<file path="config.mk">
export PLATFORM = sky130hd
export DESIGN_NAME = frame_text_writer
export DESIGN_NICKNAME = d
export VERILOG_FILES = /design/src/rtl/frame_text_pkg.sv /design/src/rtl/frame_text_writer_bin2bcd.sv /design/src/rtl/frame_text_writer.sv
export SDC_FILE = /design/constraint.sdc
export NUM_CORES = 1
export LEC_CHECK = 0
export CORE_ASPECT_RATIO = 1.5
export CORE_MARGIN = 2
export CORE_UTILIZATION = 35
export DETAILED_ROUTE_END_ITERATION = 16
export GPL_TIMING_DRIVEN = 0
export PLACE_DENSITY_LB_ADDON = 0.05
export SLEW_MARGIN = 20
export SYNTH_ARGS = -nofsm -noshare
export SYNTH_HDL_FRONTEND = slang
export SYNTH_HIERARCHICAL = 1
export SYNTH_SLANG_ARGS = --single-unit
</file>
<file path="constraint.sdc">
create_clock -name clk -period 4 [get_ports clk]
set_input_delay 0.8 -clock clk [delete_from_list [all_inputs] [get_ports clk]]
set_output_delay 0.8 -clock clk [all_outputs]
set_load 0.02 [all_outputs]
</file>
<file path="src/rtl/frame_text_pkg.sv">
// frame_text_pkg: shared constants and enums for the frame text writer.
package frame_text_pkg;
    localparam int COLS = 40;
    localparam int ROWS = 30;
    localparam logic [4:0] CHAR_BLANK  = 5'd0;
    localparam logic [4:0] CHAR_DIGIT0 = 5'd1;
    typedef enum logic {OP_PRINT = 1'b0, OP_CLEAR = 1'b1} op_t;
    typedef enum logic [1:0] {IDLE, CONVERT, EMIT, CLEAR} state_t;
endpackage

</file>
<file path="src/rtl/frame_text_writer_bin2bcd.sv">
// bin2bcd_serial: serial double-dabble converter, one input bit per cycle.
module bin2bcd_serial #(
    parameter int VAL_W  = 16,
    parameter int DIGITS = 5
) (
    input  logic                  clk,
    input  logic                  reset,
    input  logic                  start,
    input  logic [VAL_W-1:0]      value,
    output logic                  done,
    output logic [DIGITS*4-1:0]   bcd
);
    localparam int CW = $clog2(VAL_W + 1);
    logic [VAL_W-1:0]    r_bin;
    logic [DIGITS*4-1:0] r_bcd;
    logic [DIGITS*4-1:0] w_adj;
    logic [CW-1:0]       r_cnt;
    logic                r_done;
    always_comb begin
        w_adj = r_bcd;
        for (int k = 0; k < DIGITS; k++)
            w_adj[k*4 +: 4] = r_bcd[k*4 +: 4] >= 4'd5 ? r_bcd[k*4 +: 4] + 4'd3 : r_bcd[k*4 +: 4];
    end
    always_ff @(posedge clk or negedge reset) begin
        if (!reset) begin
            r_bin  <= '0;
            r_bcd  <= '0;
            r_cnt  <= '0;
            r_done <= 1'b0;
        end else if (start) begin
            r_bin  <= value;
            r_bcd  <= '0;
            r_cnt  <= CW'(VAL_W);
            r_done <= 1'b0;
        end else if (r_cnt != '0) begin
            r_bcd  <= {w_adj[DIGITS*4-2:0], r_bin[VAL_W-1]};
            r_bin  <= {r_bin[VAL_W-2:0], 1'b0};
            r_cnt  <= r_cnt - CW'(1);
            r_done <= r_cnt == CW'(1);
        end else begin
            r_done <= 1'b0;
        end
    end
    assign done = r_done;
    assign bcd  = r_bcd;
endmodule

</file>
<file path="src/rtl/frame_text_writer.sv">
// frame_text_writer: turns PRINT/CLEAR commands into one-cell-per-cycle
// character writes for the VGA frame buffer.
module frame_text_writer
    import frame_text_pkg::*;
#(
    parameter int VAL_W  = 16,
    parameter int DIGITS = 5,
    parameter int COLS   = frame_text_pkg::COLS,
    parameter int ROWS   = frame_text_pkg::ROWS
) (
    input  logic             clk,
    input  logic             reset,
    input  logic             req_valid,
    output logic             req_ready,
    input  logic             req_op,
    input  logic [5:0]       req_x,
    input  logic [5:0]       req_y,
    input  logic [VAL_W-1:0] req_value,
    output logic [5:0]       x,
    output logic [5:0]       y,
    output logic [4:0]       char,
    output logic             wen,
    output logic             busy
);
    localparam int IW = $clog2(DIGITS + 1);
    state_t              r_state;
    logic [5:0]          r_px, r_py, r_cx, r_cy, r_x, r_y;
    logic [4:0]          r_char;
    logic                r_wen, r_seen;
    logic [IW-1:0]       r_idx;
    logic [DIGITS*4-1:0] r_sh;
    logic                w_start, w_done, w_last, w_nz, w_wen;
    logic [DIGITS*4-1:0] w_bcd, w_src;
    logic [3:0]          w_d;
    logic [6:0]          w_col;
    logic [4:0]          w_char;

    assign w_start = r_state == IDLE && req_valid && op_t'(req_op) == OP_PRINT;

    bin2bcd_serial #(.VAL_W(VAL_W), .DIGITS(DIGITS)) u_bcd (
        .clk(clk), .reset(reset), .start(w_start), .value(req_value),
        .done(w_done), .bcd(w_bcd)
    );

    // The first digit comes straight from the converter; later ones from the shift copy.
    assign w_src  = r_state == CONVERT ? w_bcd : r_sh;
    assign w_d    = w_src[DIGITS*4-1 -: 4];
    assign w_last = r_idx == IW'(DIGITS - 1);
    assign w_nz   = w_d != 4'd0 || r_seen || w_last;
    assign w_char = w_nz ? {1'b0, w_d} + CHAR_DIGIT0 : CHAR_BLANK;
    assign w_col  = {1'b0, r_px} + 7'(r_idx);
    assign w_wen  = w_col < 7'(COLS) && r_py < 6'(ROWS);

    always_ff @(posedge clk or negedge reset) begin
        if (!reset) begin
            r_state <= IDLE;
            r_px    <= '0;
            r_py    <= '0;
            r_cx    <= '0;
            r_cy    <= '0;
            r_x     <= '0;
            r_y     <= '0;
            r_char  <= '0;
            r_wen   <= 1'b0;
            r_seen  <= 1'b0;
            r_idx   <= '0;
            r_sh    <= '0;
        end else begin
            case (r_state)
                IDLE: begin
                    r_wen <= 1'b0;
                    if (req_valid) begin
                        r_px    <= req_x;
                        r_py    <= req_y;
                        r_idx   <= '0;
                        r_seen  <= 1'b0;
                        r_cx    <= '0;
                        r_cy    <= '0;
                        r_state <= op_t'(req_op) == OP_CLEAR ? CLEAR : CONVERT;
                    end
                end
                CONVERT, EMIT: begin
                    if (r_state == EMIT && r_idx == IW'(DIGITS)) begin
                        r_wen   <= 1'b0;
                        r_state <= IDLE;
                    end else if (r_state == EMIT || w_done) begin
                        r_x     <= w_col[5:0];
                        r_y     <= r_py;
                        r_char  <= w_char;
                        r_wen   <= w_wen;
                        r_sh    <= w_src << 4;
                        r_seen  <= w_nz;
                        r_idx   <= r_idx + IW'(1);
                        r_state <= EMIT;
                    end
                end
                CLEAR: begin
                    if (r_cy == 6'(ROWS)) begin
                        r_wen   <= 1'b0;
                        r_state <= IDLE;
                    end else begin
                        r_x    <= r_cx;
                        r_y    <= r_cy;
                        r_char <= CHAR_BLANK;
                        r_wen  <= 1'b1;
                        r_cx   <= r_cx == 6'(COLS - 1) ? 6'd0 : r_cx + 6'd1;
                        r_cy   <= r_cx == 6'(COLS - 1) ? r_cy + 6'd1 : r_cy;
                    end
                end
            endcase
        end
    end

    assign req_ready = r_state == IDLE;
    assign busy      = r_state != IDLE;
    assign x         = r_x;
    assign y         = r_y;
    assign char      = r_char;
    assign wen       = r_wen;
endmodule

</file>
# Word level (Yosys, flattened, before mapping)
# Index checks and enable logic that the tools add are counted.
# word_totals
register_bits,106
inputBits,32
output_inout_bits,20
elab_cells,126
# op_classes
addsub,11
magnitude_cmp,7
eq_ne,15
n_mux,52
bitwise,2
n_reduce_logical,23
# ops
cell,count
2-to-1 mux 6 bit,11
2-to-1 mux 20 bit,3
case mux 6 bit (2 select lines),4
2-to-1 mux 16 bit,2
2-to-1 mux 5 bit,6
>= comparator 4 x 3 -> 1 bit (second input constant),5
adder 4 x 2 -> 4 bit (second input constant),4
2-to-1 mux 4 bit,4
adder 6 x 1 -> 6 bit (second input constant),2
2-to-1 mux 3 bit,4
!= test 2 bit (second input constant),6
AND reduction 4 bit,3
2-to-1 mux 2 bit,5
case mux 5 bit (2 select lines),1
nonzero test 2 bit,5
AND reduction 3 bit,3
2-to-1 mux 1 bit,8
adder 6 x 3 -> 7 bit,1
< comparator 7 x 6 -> 1 bit (second input constant),1
equality test 3 bit (second input constant),2
equality test 6 x 5 -> 1 bit (second input constant),1
equality test 6 bit (second input constant),1
< comparator 6 x 5 -> 1 bit (second input constant),1
case mux 2 bit (3 select lines),1
19 further kinds,26

# Logic depth before layout (Yosys ltp)
# Gate-level depths: netlist (run 1).
# logic_depth
ltp_word,9
depth_mapped,11
mapped_depth_nobuf,8

# Hierarchy
# Netlist (run 1), hierarchy kept.
# by_module_without_submodules
mod,n_inst,cells_per_inst,area_per_inst_um2,seq_area_each_um2
frame_text_writer,1,328,3489.6,1601.5
bin2bcd_serial,1,224,2289.7,1051.0

# Least setup slack after synthesis (run 1)
# No wires, ideal clock.
# synth_timing
kind,input-to-reg
startpoint,input req_valid
endpoint,register u_bcd.r_bcd[11] (netlist: u_bcd/bcd[11])
setup_ns,0.136
arrival_ns,2.511
required_time_ns,3.864
path_slack_ns,1.353
stages,9
n_path_buf,4
cell_sequence,buf_2 > nand2_1 > clkbuf_1 > nor2_1 > buf_6 > or4_4 > buf_6 > nand3_2 > a21oi_1
# synth_via
elab_chain_cells,3
word_cells_on_any_way,4
cone_classes,mux: 1; reduce/logical: 3
# synth_lines
element,line,source
from (decl),frame_text_writer.sv:13,"input logic req_valid,"
logical AND 1 bit * (2 in a row),frame_text_writer.sv:38,assign w_start = r_state == IDLE && req_valid && op_t'(req_op) == OP_PRINT;
named net w_start,frame_text_writer.sv:32,"logic w_start, w_done, w_last, w_nz, w_wen;"
2-to-1 mux 20 bit / nonzero test 2 bit (equally long branches),n/a,
to (signal assigned),frame_text_writer_bin2bcd.sv:36,"r_bcd <= {w_adj[DIGITS*4-2:0], r_bin[VAL_W-1]};"
to (decl),frame_text_writer_bin2bcd.sv:15,logic [DIGITS*4-1:0] r_bcd;
# Mark *: on every way through the listed nets, which the timed path passes. The rest lies on a longest branch.
# A chain may end at the register's enable or synchronous reset.

# Worst setup path after layout (run 1)
# layout_timing
startpoint,register r_state[0]
endpoint,register u_bcd.r_bcd[15] (netlist: u_bcd/bcd[15])
# layout_via
elab_chain_cells,4
word_cells_on_any_way,5
cone_classes,mux: 1; reduce/logical: 4
# layout_lines
element,line,source
from (decl),frame_text_writer.sv:26,state_t r_state;
from (signal assigned),frame_text_writer.sv:79,r_state <= op_t'(req_op) == OP_CLEAR ? CLEAR : CONVERT;
zero test 2 bit *,frame_text_writer.sv:38,
logical AND 1 bit * (2 in a row),frame_text_writer.sv:38,
named net w_start,frame_text_writer.sv:32,
2-to-1 mux 20 bit / nonzero test 2 bit (equally long branches),n/a,
# Marks and branches as above.

==> results of run 1 <==
==> worst max-delay path, delay by kind of cell, from the launching register on <==
family | cells | cell delay, ns
compound gates | 1 | 0.07
fa+ha+maj | 1 | 0.23
simple gates | 4 | 1.14
buf+inv | 5 | 1.23
flops | 1 | 0.41
==> worst paths after layout <==
kind	startpoint	endpoint	cells after the start
min in group clk	r_sh[5]$_DFFE_PN0P_	r_sh[5]$_DFFE_PN0P_	2
worst min register to register	r_sh[5]$_DFFE_PN0P_	r_sh[5]$_DFFE_PN0P_	2
worst max-delay path	r_state[0]$_DFFE_PN0P_	u_bcd/bcd[15]$_DFFE_PN0P_	11
worst min-delay path	reset	x[1]$_DFFE_PN0P_	1
worst max register to register	r_state[0]$_DFFE_PN0P_	u_bcd/bcd[15]$_DFFE_PN0P_	11
max in group asynchronous	reset	u_bcd/bcd[17]$_DFFE_PN0P_	2
==> cells by family (layout without fill, tap and decap cells) <==
| kind of cell | Yosys count | in the layout | share of synthesized area (%) |
|---|---|---|---|
| AND/OR/NAND/NOR | 165 | 165 | 15.6 |
| multiplexers | 74 | 74 | 13.7 |
| adder cells (fa/ha/maj) | 28 | 28 | 6.19 |
| XOR/XNOR | 8 | 8 | 1.21 |
| AO/OA/AOI/OAI | 119 | 119 | 13.0 |
| flip-flops | 106 | 106 | 45.9 |
| buffers and inverters | 52 | 119 | 4.48 |
==> placed cells by master, fill, tap and decap left out, drive strengths merged, types with 3 or more instances in the layout <==
cell type | synthesis | routed
a21oi | 26 | 26
o31ai | 8 | 8
nor2 | 21 | 21
o22ai | 5 | 5
a31oi | 5 | 5
buf | 18 | 20
ha | 27 | 27
or4 | 6 | 6
nor3b | 7 | 7
dfrtp | 106 | 106
nand2b | 12 | 12
o41ai | 3 | 3
a22o | 5 | 5
nor4 | 3 | 3
nand2 | 61 | 61
inv | 24 | 25
nand3b | 4 | 4
and3 | 6 | 6
nor4b | 3 | 3
clkdlybuf4s50 | 0 | 49
or3 | 5 | 5
o21ai | 54 | 54
xnor2 | 7 | 7
clkbuf | 10 | 20
mux2i | 34 | 34
bufinv | 0 | 3
mux2 | 40 | 40
nor3 | 10 | 10
nor2b | 3 | 3
nand3 | 16 | 16
==> report_power, final <==
part	leakage, nW	internal [W]	switching (W)
sequential	1.36	0.00152	0.000372
clock	0.173	0.000632	0.000416
combinational	1.42	0.00124	0.00141
total	2.95	0.00339	0.00220
==> synthesized netlist by cell type, drive strengths merged, types with 2 or more instances <==
master	n	area (µm²)
ha	27	338
a31o	2	17.5
or3	5	31.3
nand3	16	95.1
or4	6	48.8
buf	18	131
o41ai	3	26.3
nor3	10	50.1
nand2	61	229
or2	2	12.5
mux2i	34	340
clkbuf	10	37.5
nor2	21	86.3
o31ai	8	60.1
nand4	2	12.5
o22ai	5	56.3
nor4	3	25.0
or3b	2	17.5
inv	24	90.1
a31oi	5	31.3
mux2	40	450
and3	6	42.5
nor4b	3	41.3
dfrtp	106	2650
a21oi	26	130
a22o	5	43.8
nand3b	4	33.8
nand2b	12	82.6
xnor2	7	61.3
nor3b	7	52.6
nor2b	3	18.8
o21ai	54	289
a21o	2	15.0
==> per-stage QoR <==
step,setup WS (ns),utilization (%),cell area [µm²],total power [W],cells
2_1_floorplan,1.35,-,5780,0.00377,552
3_3_place_gp,-2.20,40.4,6540,0.00452,808
3_5_place_dp,0.632,40.6,6570,0.00460,809
4_1_cts,0.669,42.7,6920,0.00568,825
5_1_grt,0.560,42.7,6920,0.00604,825
6_report,0.745,42.7,6920,0.00559,825
==> flip-flops by register name (all words and copies together), names as in the netlist <==
register	count
r_cy	6
r_idx	3
u_bcd/done	1
r_px	6
y	6
u_bcd/bcd	20
r_cx	6
u_bcd/r_cnt	5
r_py	6
r_sh	16
char	5
wen	1
r_state	2
u_bcd/r_bin	16
x	6
r_seen	1
==> routing by layer <==
metal | wire, µm | GRT usage (%) | up-vias
li1 | - | - | 2098
met1 | 5820 | 20.0 | 2162
met2 | 7690 | 30.8 | 62
met3 | 361 | 3.15 | 19
met4 | 363 | 6.82 | 0
met5 | 0 | 0 | -
==> final cells by class <==
class                           count  area, µm²
Tap cell                          206        258
Timing Repair Buffer               51        529
Clock inverter                      6        113
Fill cell                        1596       9270
Clock buffer                       10        239
Buffer                             28        169
Multi-Input combinational cell    394       2870
Inverter                           24       90.1
Sequential cell                   106       2650
==> out/results.tsv, run 1 <==
stage	metric	value	unit
cts	clockRootBuffer	clkbuf_16	
cells_and_area	drive_gt1_share	15.5	%
sta	max_slew_margin	55.2	%
cts	postCtsResizedCells	0	
cts	cts_tree	built	
cts	clk_path_buf_depth	2	
global_route	grtUsageTotal	17.3	%
cts	clk_latency	0.36	ns
sta	period_share	81.4	%
cells_and_area	num_antenna_cells	0	
flow_run	maxCapViolCount	0	
setup_path	cp_cell_sequence	inv_1, ha_1, buf_2, nand2_1, clkbuf_1, nor2_1, buf_6, or4_4, buf_6, nand3_2, a21oi_1	
setup_path	arrival	3.46	ns
yosys	synthesis.area_per_instance	10.5	µm²
yosys	ys_seq_elements	106	
yosys	ys_types	62	
global_route	grt_max_degree	59	
cts	clkSinkCount	106	
global_route	grt_pass1_vias	4428	
setup_path	crit_path_end_kind	flip-flop	
floorplanning	die_h	161	µm
drt	drc	0	
setup_path	critPathSlowestCell	clkbuf_1	
floorplanning	fp-row-count	57	
setup_path	crit_top_cell	buf_6	
sta	finalSetupTns	0	ns
cells_and_area	fin_nets	674	
yosys	synth_edf_count	0	
power	p_leak	2.95	nW
setup_path	crit_fanout	10	
setup_path	cpPeakStageDelay	0.56	ns
yosys	synth_cells	552	
placed_design	io_buffers	50	
cts	htreeDepth	3	
yosys	synth-main-ff-cell	dfrtp_1	
worst_hold_path	hold_path_class	input port to asynchronous set/reset pin	
drt	drt-wirelength-per-cell	17.2	µm
cts	path_clk_slew	0.07	ns
yosys	syn_area	5780	µm²
setup_path	cp-start-kind	flip-flop	
yosys	async_flop_share	100	%
floorplanning	core_area	16200	µm²
drt	postRouteAntennaNets	0	
drt	num_vias	4341	
cts	post_cts_buffers	0	
drt	avgViaCountPerCell	5.26	
sta	fmax	307	MHz
floorplanning	initial_core_util	35.7	%
sta	fin_worst_skew	0.00860	ns
floorplanning	chipWidth	109	µm
power	ir_drop	0.368	mV
drt	drt-total-wl	14200	µm
global_route	grt_pass1_wl	23200	µm
setup_path	rrSetupSlack	0.75	ns
drt	firstDrtPassIters	5	
yosys	yosys_warnings	6	
cells_and_area	syn_to_final_growth	19.7	%
sta	rsz0062_at_grt	no	
cts	hold_buffers	0	
sta	fin_crit	3.25	ns
setup_path	path_class	flip-flop to flip-flop	
placed_design	gp_congestion	0.820	
global_route	gr-total-overflow	0	
power	powerDensity	808	nW/µm²
drt	drt_iter0_drc	160	
sta	setup-violations-final	0	
floorplanning	die_area	17600	µm²
sta	final_hold_viol_count	0	
sta	finalMaxSlewViolations	0	
floorplanning	ios	52	
yosys	syn_nets	612	
sta	max_slew.worst_pin.slew	0.672	ns
cts	numCtsBuffers	9	
global_route	antenna_found_initial	0	
sta	whs	0.375	ns
yosys	seq_area_frac_synth	45.9	%
placed_design	post-dp-hpwl	10500	µm
outcome	outcome	completed	
setup_path	crit_required	4.20	ns
Power figures use the tool's default switching activity.
==> run 2, diff against run 1 <==
==> constraint.sdc (replaced) <==
create_clock -name clk -period 2.9 [get_ports clk]
set_input_delay 0.58 -clock clk [delete_from_list [all_inputs] [get_ports clk]]
set_output_delay 0.58 -clock clk [all_outputs]
set_load 0.02 [all_outputs]
==> out/results.tsv, run 2 (synthesis gave the netlist of run 1 again) <==
stage	metric	value	unit
floorplanning	core_area	16200	µm²
cells_and_area	layout_commonest_cell	dfrtp_1	
cells_and_area	largest_reg_flops	20	
global_route	grt_pass1_vias	4428	
floorplanning	die_area	17600	µm²
power	p_leak	2.96	nW
cts	htreeDepth	3	
sta	setup_slack	0.153	ns
setup_path	crit_family	simple AND/OR/NAND/NOR gates	
drt	met3_length	365	µm
drt	routed.top_layer	met4	
sta	whs	0.154	ns
cts	postCtsResizedCells	4	
drt	wirelength_met1	5790	µm
global_route	grt_pass1_wl	23200	µm
sta	max_slew.worst_pin.slew	0.662	ns
placed_design	placed_area	6570	µm²
drt	drt_iter0_drc	167	
worst_hold_path	hold_path_class	input port to asynchronous set/reset pin	
placed_design	post-place-ws	-0.399	ns
sta	fin_worst_skew	0.00865	ns
setup_path	path_class	flip-flop to flip-flop	
cts	clk_latency	0.36	ns
placed_design	io_buffers	50	
sta	fmax	364	MHz
cells_and_area	mostFrequentLayoutCells	106 x dfrtp_1, 60 x nand2_1, 49 x clkdlybuf4s50_1, 40 x mux2_2, 34 x mux2i_1	
drt	drc	0	
setup_path	cp_cell_sequence	inv_1, ha_1, buf_2, nand2_2, clkbuf_4, nor2_1, buf_6, or4_4, buf_6, nand3_2, a21oi_1	
global_route	antenna_found_initial	0	
sta	final_hold_viol_count	0	
drt	dr_wl_met2	7720	µm
setup_path	crit_fanout	10	
floorplanning	chipWidth	109	µm
drt	drt-total-wl	14200	µm
placed_design	post-dp-hpwl	10500	µm
cts	clkSinkCount	106	
sta	setup-violations-final	0	
drt	avgViaCountPerCell	5.26	
floorplanning	fp-row-count	57	
cells_and_area	drive_gt1_share	16.0	%
cells_and_area	syn_to_final_growth	19.8	%
global_route	gr-total-overflow	0	
sta	fin_crit	2.75	ns
setup_path	cp.buffers_inverters	5	
sta	finalMaxSlewViolations	0	
setup_path	crit_top_cell	buf_6	
global_route	grt_max_degree	59	
outcome	outcome	completed	
global_route	grtUsageTotal	17.3	%
setup_path	cp-start-kind	flip-flop	
cts	path_clk_slew	0.07	ns
sta	rsz0062_at_grt	no	
sta	period_share	94.7	%
setup_path	crit_path_end_kind	flip-flop	
cts	post_cts_buffers	0	
setup_path	arrival	2.95	ns
power	ir_drop	0.508	mV
setup_path	critPathSlowestCell	or4_4	
cells_and_area	fin_nets	674	
setup_path	cpPeakStageDelay	0.55	ns
floorplanning	die_h	161	µm
cts	hold_buffers	0	
drt	drt-wirelength-per-cell	17.3	µm
power	powerDensity	1110	nW/µm²
cts	clk_path_buf_depth	2	
setup_path	crit_required	3.10	ns
cells_and_area	num_antenna_cells	0	
drt	postRouteAntennaNets	0	
flow_run	maxCapViolCount	0	
cells_and_area	design_area	6930	µm²
cts	cts_tree	built	
floorplanning	ios	52	
cts	clockRootBuffer	clkbuf_16	
sta	max_slew_margin	55.8	%
placed_design	gp_congestion	0.820	
floorplanning	initial_core_util	35.7	%
drt	firstDrtPassIters	4	
cts	numCtsBuffers	9	
drt	num_vias	4341	
-- run 2: final timing paths --
check                                       startpoint                   endpoint  slack [ns]  depth (start not counted)
worst max-delay path            r_state[0]$_DFFE_PN0P_  u_bcd/bcd[15]$_DFFE_PN0P_        0.15                         11
worst min-delay path                             reset           x[1]$_DFFE_PN0P_        0.15                          1
worst max register to register  r_state[0]$_DFFE_PN0P_  u_bcd/bcd[15]$_DFFE_PN0P_        0.15                         11
worst min register to register     r_sh[5]$_DFFE_PN0P_        r_sh[5]$_DFFE_PN0P_        0.47                          2
max in group asynchronous                        reset  u_bcd/bcd[17]$_DFFE_PN0P_        2.08                          2
min in group clk                   r_sh[5]$_DFFE_PN0P_        r_sh[5]$_DFFE_PN0P_        0.47                          2
-- run 2: worst register-to-register path: cells and delay by family, from the launching register on --
kind,cells,cell delay (ns)
AND/OR/NAND/NOR,4,0.96
buffers and inverters,5,0.93
flip-flops,1,0.41
adder cells (fa/ha/maj),1,0.23
AO/OA/AOI/OAI,1,0.07
-- run 2: cell type report --
type	instances	area, µm²
clock inverters	6	113
inverters	24	90.1
flip-flops and latches	106	2650
fillers	1596	9260
repair buffers	51	529
well taps	206	258
clock buffers	10	239
multi-input cells	394	2870
plain buffers	28	174
-- run 2: power breakdown --
part / total [W] / internal, W / switching, W
Clock: 0.00145 / 0.000871 / 0.000575
Combinational: 0.00366 / 0.00172 / 0.00194
Sequential: 0.00261 / 0.00209 / 0.000514
Total: 0.00771 / 0.00468 / 0.00303
-- run 2: metal layers --
metal,GRT usage [%],up-vias
li1,-,2099
met1,20.0,2156
met2,30.8,67
met3,3.15,19
met4,6.82,0
met5,0,-
-- run 2: per-stage QoR --
stage	TNS (ns)	power, W	cells	util (%)
after floorplan	0	0.00519	552	-
after global placement	-332.70	0.00624	808	40.4
after detailed placement	-9.09	0.00634	809	40.6
after CTS	0	0.00784	825	42.8
after global routing	0	0.00833	825	42.8
final	0	0.00771	825	42.8
